[src/rtl/add16_pkg.sv]
// Shared definitions for the sequential 16-bit adder wrapper:
// FSM encoding, datapath width and settle-counter width.
package add16_pkg;

  localparam int WIDTH = 16;
  localparam int CNT_W = 8;

  typedef logic [1:0] state_t;

  localparam state_t IDLE   = 2'd0;
  localparam state_t SETTLE = 2'd1;
  localparam state_t HOLD   = 2'd2;

endpackage

[src/rtl/add16_seq_ctrl_rca.sv]
// 16-bit ripple-carry adder: a plain chain of full adders with no registers,
// so its outputs are only meaningful once the carry has rippled through.
module RCA_16bits
  import add16_pkg::*;
(
  input  logic [WIDTH-1:0] A,
  input  logic [WIDTH-1:0] B,
  input  logic             C0,
  output logic [WIDTH-1:0] Sum,
  output logic             C4
);

  logic [WIDTH:0] carry;

  assign carry[0] = C0;

  for (genvar i = 0; i < WIDTH; i++) begin : g_fa
    assign Sum[i]     = A[i] ^ B[i] ^ carry[i];
    assign carry[i+1] = (A[i] & B[i]) | (carry[i] & (A[i] ^ B[i]));
  end

  assign C4 = carry[WIDTH];

endmodule

[src/rtl/add16_seq_ctrl.sv]
// Handshaked front/back end for RCA_16bits: registers operands, waits a fixed
// number of cycles for the ripple to settle, then presents the captured result.
module add16_seq_ctrl
  import add16_pkg::*;
#(
  parameter int SETTLE_CYCLES = 4
)
(
  input  logic             clk,
  input  logic             rst_n,
  input  logic             in_valid,
  output logic             in_ready,
  input  logic [WIDTH-1:0] in_a,
  input  logic [WIDTH-1:0] in_b,
  input  logic             in_cin,
  input  logic             in_acc,
  input  logic             acc_clr,
  output logic             out_valid,
  input  logic             out_ready,
  output logic [WIDTH-1:0] out_sum,
  output logic             out_cout,
  output logic [WIDTH-1:0] acc_q
);

  state_t           state;
  logic [CNT_W-1:0] cnt;
  logic [WIDTH-1:0] op_a;
  logic [WIDTH-1:0] op_b;
  logic             op_cin;
  logic [WIDTH-1:0] acc;
  logic [WIDTH-1:0] rca_sum;
  logic             rca_cout;

  // Adder sees only the registered operands, so it is stable through SETTLE.
  RCA_16bits u_rca (
    .A   (op_a),
    .B   (op_b),
    .C0  (op_cin),
    .Sum (rca_sum),
    .C4  (rca_cout)
  );

  assign in_ready  = (state == IDLE);
  assign out_valid = (state == HOLD);
  assign acc_q     = acc;

  always_ff @(posedge clk or negedge rst_n) begin
    if (!rst_n) begin
      state    <= IDLE;
      cnt      <= '0;
      op_a     <= '0;
      op_b     <= '0;
      op_cin   <= 1'b0;
      out_sum  <= '0;
      out_cout <= 1'b0;
      acc      <= '0;
    end else begin
      case (state)
        IDLE: begin
          if (acc_clr) begin
            acc <= '0;
          end
          if (in_valid) begin
            op_a   <= in_a;
            op_cin <= in_cin;
            cnt    <= CNT_W'(SETTLE_CYCLES);
            state  <= SETTLE;
            // A simultaneous clear wins, so the accumulator operand reads as zero.
            if (in_acc) begin
              op_b <= acc_clr ? '0 : acc;
            end else begin
              op_b <= in_b;
            end
          end
        end
        SETTLE: begin
          cnt <= cnt - 1'b1;
          if (cnt == CNT_W'(1)) begin
            out_sum  <= rca_sum;
            out_cout <= rca_cout;
            acc      <= rca_sum;
            state    <= HOLD;
          end
        end
        HOLD: begin
          if (out_ready) begin
            state <= IDLE;
          end
        end
        default: begin
          state <= IDLE;
        end
      endcase
    end
  end

endmodule

[config.mk]
export PLATFORM = sky130hd
export DESIGN_NAME = add16_seq_ctrl
export DESIGN_NICKNAME = d
export VERILOG_FILES = /design/src/rtl/add16_pkg.sv /design/src/rtl/add16_seq_ctrl_rca.sv /design/src/rtl/add16_seq_ctrl.sv
export SDC_FILE = /design/constraint.sdc
export NUM_CORES = 1
export LEC_CHECK = 0
export CAP_MARGIN = 5
export CELL_PAD_IN_SITES_DETAIL_PLACEMENT = 0
export CELL_PAD_IN_SITES_GLOBAL_PLACEMENT = 2
export CORE_MARGIN = 3
export CORE_UTILIZATION = 34
export DETAILED_ROUTE_END_ITERATION = 16
export PLACE_DENSITY_LB_ADDON = 0.1
export SLEW_MARGIN = 25
export SYNTH_ARGS = -nofsm -noshare
export SYNTH_HDL_FRONTEND = slang
export SYNTH_SLANG_ARGS = --single-unit
[constraint.sdc]
create_clock -name clk -period 7.3 [get_ports clk]
set_input_delay 1.46 -clock clk [delete_from_list [all_inputs] [get_ports clk]]
set_output_delay 1.46 -clock clk [all_outputs]
set_load 0.01 [all_outputs]
==> flow_summary.ini <==
[synth]
synth_top_area_cell = dfrtp_1
ys_ff_latch = 76
syn-instance-count = 326
synth_top_area_frac = 0.5008
synth.most_common_cell = dfrtp_1
synth_cell_types = 34
syn_area_um2 = 3797
avgSynthCellArea_um2 = 11.65
syn-num-nets = 383
synthTopCellsByCount = dfrtp_1 (76), nand2_1 (66), mux2_2 (38)
yosysSeqAreaShare = 0.5008
ys.flop_type = dfrtp_1
synth-edff-count = 0
ys_warn_count = 0
async_flop_share = 1.000
yosys-top-cells-area = dfrtp_1 (50%), mux2_2 (11%), fa_1 (8.4%), nand2_1 (6.5%), mux2i_1 (6.1%)

[grt]
overflow = 0
grt_max_degree = 77
antenna_found_initial = 0
first_global_vias = 2717
grt_usage = 0.1508
grt_pass1_wl_um = 14850

[sta]
post-route-min-period_ns = 6.941
worst_slew_pin_slew_ns = 0.8797
final_hold_viol_count = 0
finalSetupViolCount = 0
clock_skew_ns = 0.01759
slew_headroom = 0.4117
maxSlewViolCount = 0
rsz0062_at_grt = no
max_freq_ghz = 0.1441
timing.final.ws_setup_ns = 0.3591
setup_tns_ns = 0
finalCritPeriodShare = 0.9508
whs_ns = 0.5001

[finish]
diodes = 0
nets = 451
finalNonFillerCells = 535
drive_gt1_frac = 0.1754
syn2layout_area_growth_pct = 28.37

[die]
io_pins = 74
die_x_um = 111.7
core-area_um2 = 10600
die_area_um2 = 12470
fp-row-count = 37
start_util = 0.3582
die_height_um = 111.7

[drt]
firstDrtPassIters = 4
via_count = 2515
via_per_inst = 4.701
drc = 0
wire_per_inst_um = 16.30
drt-initial-drc-count = 89
wl_um = 8721
ant_nets = 0

[setup_path]
cp.depth = 21
startpoint_type = flop
cp-startpoint = op_a[0]
crit_path_end_kind = flop
critical_path.max_fanout = 2
cp.required_ns = 7.58
path_buf_inv = 3
critical_path.endpoint = acc_q[15]
critPathSlowestCell = fa_1
path_common_cell = fa_1
crit_family = adder cells
crit_chain = fa_1 > fa_1 > fa_1 > fa_1 > fa_1 > fa_1 > fa_2 > fa_1 > fa_1 > fa_2 > fa_1 > fa_1 > inv_1 > fa_1 > inv_1 > fa_1 > fa_1 > inv_1 > fa_1 > mux2i_1 > mux2_2
reg2reg_depth = 21
arrival_ns = 7.22
reg2reg_to = acc_q[15]
slowest_delay_ns = 0.45
r2r_slack_ns = 0.36
rr_startpoint = op_a[0]
crit_type = reg -> reg

[worst_hold_path]
min_path_type = reg -> reg
whs_path_depth = 1

[clocking]
cts_max_level = 3
cts_tree = done
numCtsBuffers = 9
clock_path_buffers = 2
cts-hold-fix-buffers = 0
cts.clk_slew.worst_paths_ns = 0.08
insertion_delay_ns = 0.35
clkSinkCount = 76
clock-root-buffer = clkbuf_8

[status]
status = finished clean

[placement]
place_hpwl_um = 5780
io_buffer_count = 73
dp_cells = 519
dp_slack_ns = 0.2464
gp_congestion = 0.7233

[pwr]
p_total_uw = 2198
p_leak_uw = 0.002236
peakVddDrop_mv = 0.1877
power_density_nw_per_um2 = 451.0

[job]
cap_violations = 0
## cell families (layout without fill, tap and decap cells)
logic type | after synthesis | count (layout) | share of synthesized area
flip-flops | 76 | 76 | 0.5008
AND/OR/NAND/NOR | 101 | 101 | 0.1239
multiplexers | 67 | 67 | 0.1970
buffers and inverters | 34 | 107 | 0.04053
adder cells (fa/ha/maj) | 18 | 18 | 0.09094
AO/OA/AOI/OAI | 30 | 30 | 0.04679
## through the flow
stage          utilization  cell area, um2
3_3_place_gp        0.4363            4626
6_report            0.4598            4875
5_1_grt             0.4598            4875
2_1_floorplan            -            3797
3_5_place_dp        0.4366            4628
4_1_cts             0.4588            4863
## worst reg2reg max path: cells and delay by family (launching register included)
family	cells	cell delay, ns
buffers and inverters	3	0.21
adder cells (fa/ha/maj)	16	5.98
multiplexers	2	0.29
flip-flops	1	0.40
## placed cells by master, fill, tap and decap left out, types with 3 or more instances in the layout
cell type         n
nand3_1           3
nand2b_1          3
nand2_1          66
fa_1             14
dfrtp_1          76
mux2_2           38
o21ai_0          21
clkbuf_8         11
clkdlybuf4s50_1  71
nor2b_1          16
mux2i_1          23
inv_1            15
buf_4             3
mux2_4            6
nor2_1            3
## where the power goes
part | internal, uW | total (uW) | switching (uW)
clock network | 212 | 376 | 164
registers | 619 | 769 | 151
logic | 595 | 1050 | 459
## how the worst min path moves through the flow
stage	startpoint	endpoint	slack (ns)
floorplan	cnt[5]	cnt[5]	0.46
global placement	op_cin	op_cin	0.48
global route	out_sum[6]	out_sum[6]	0.53
CTS	cnt[5]	cnt[5]	0.51
finish	cnt[5]	cnt[5]	0.50
detailed placement	cnt[1]	cnt[1]	0.49
## timing repair
item                                    CTS  global route
endpoints found under the setup margin    0             1
setup buffers                             0             0
resized for setup                         0             2
hold endpoints to repair                  0             0
## per-layer routing
metal,GRT usage,share of wire
met1,0.2188,0.49
met3,0.04130,0.035
met2,0.2286,0.46
met5,0,0
met4,0.02920,0.0080
## state kept, by name (all words and copies together), names as in the netlist
name,count
acc_q,16
op_a,16
op_b,16
out_sum,16
cnt,8
state,2
op_cin,1
out_cout,1
## area by class of cell
| type | count | area, um2 |
|---|---|---|
| Tap cell | 136 | 170.2 |
| Inverter | 15 | 56.30 |
| Timing Repair Buffer | 76 | 749.5 |
| Clock buffer | 11 | 151.4 |
| Fill cell | 1007 | 5727 |
| Clock inverter | 5 | 83.83 |
| Sequential cell | 76 | 1902 |
| Multi-Input combinational cell | 216 | 1762 |
Power figures use the tool's default switching activity.
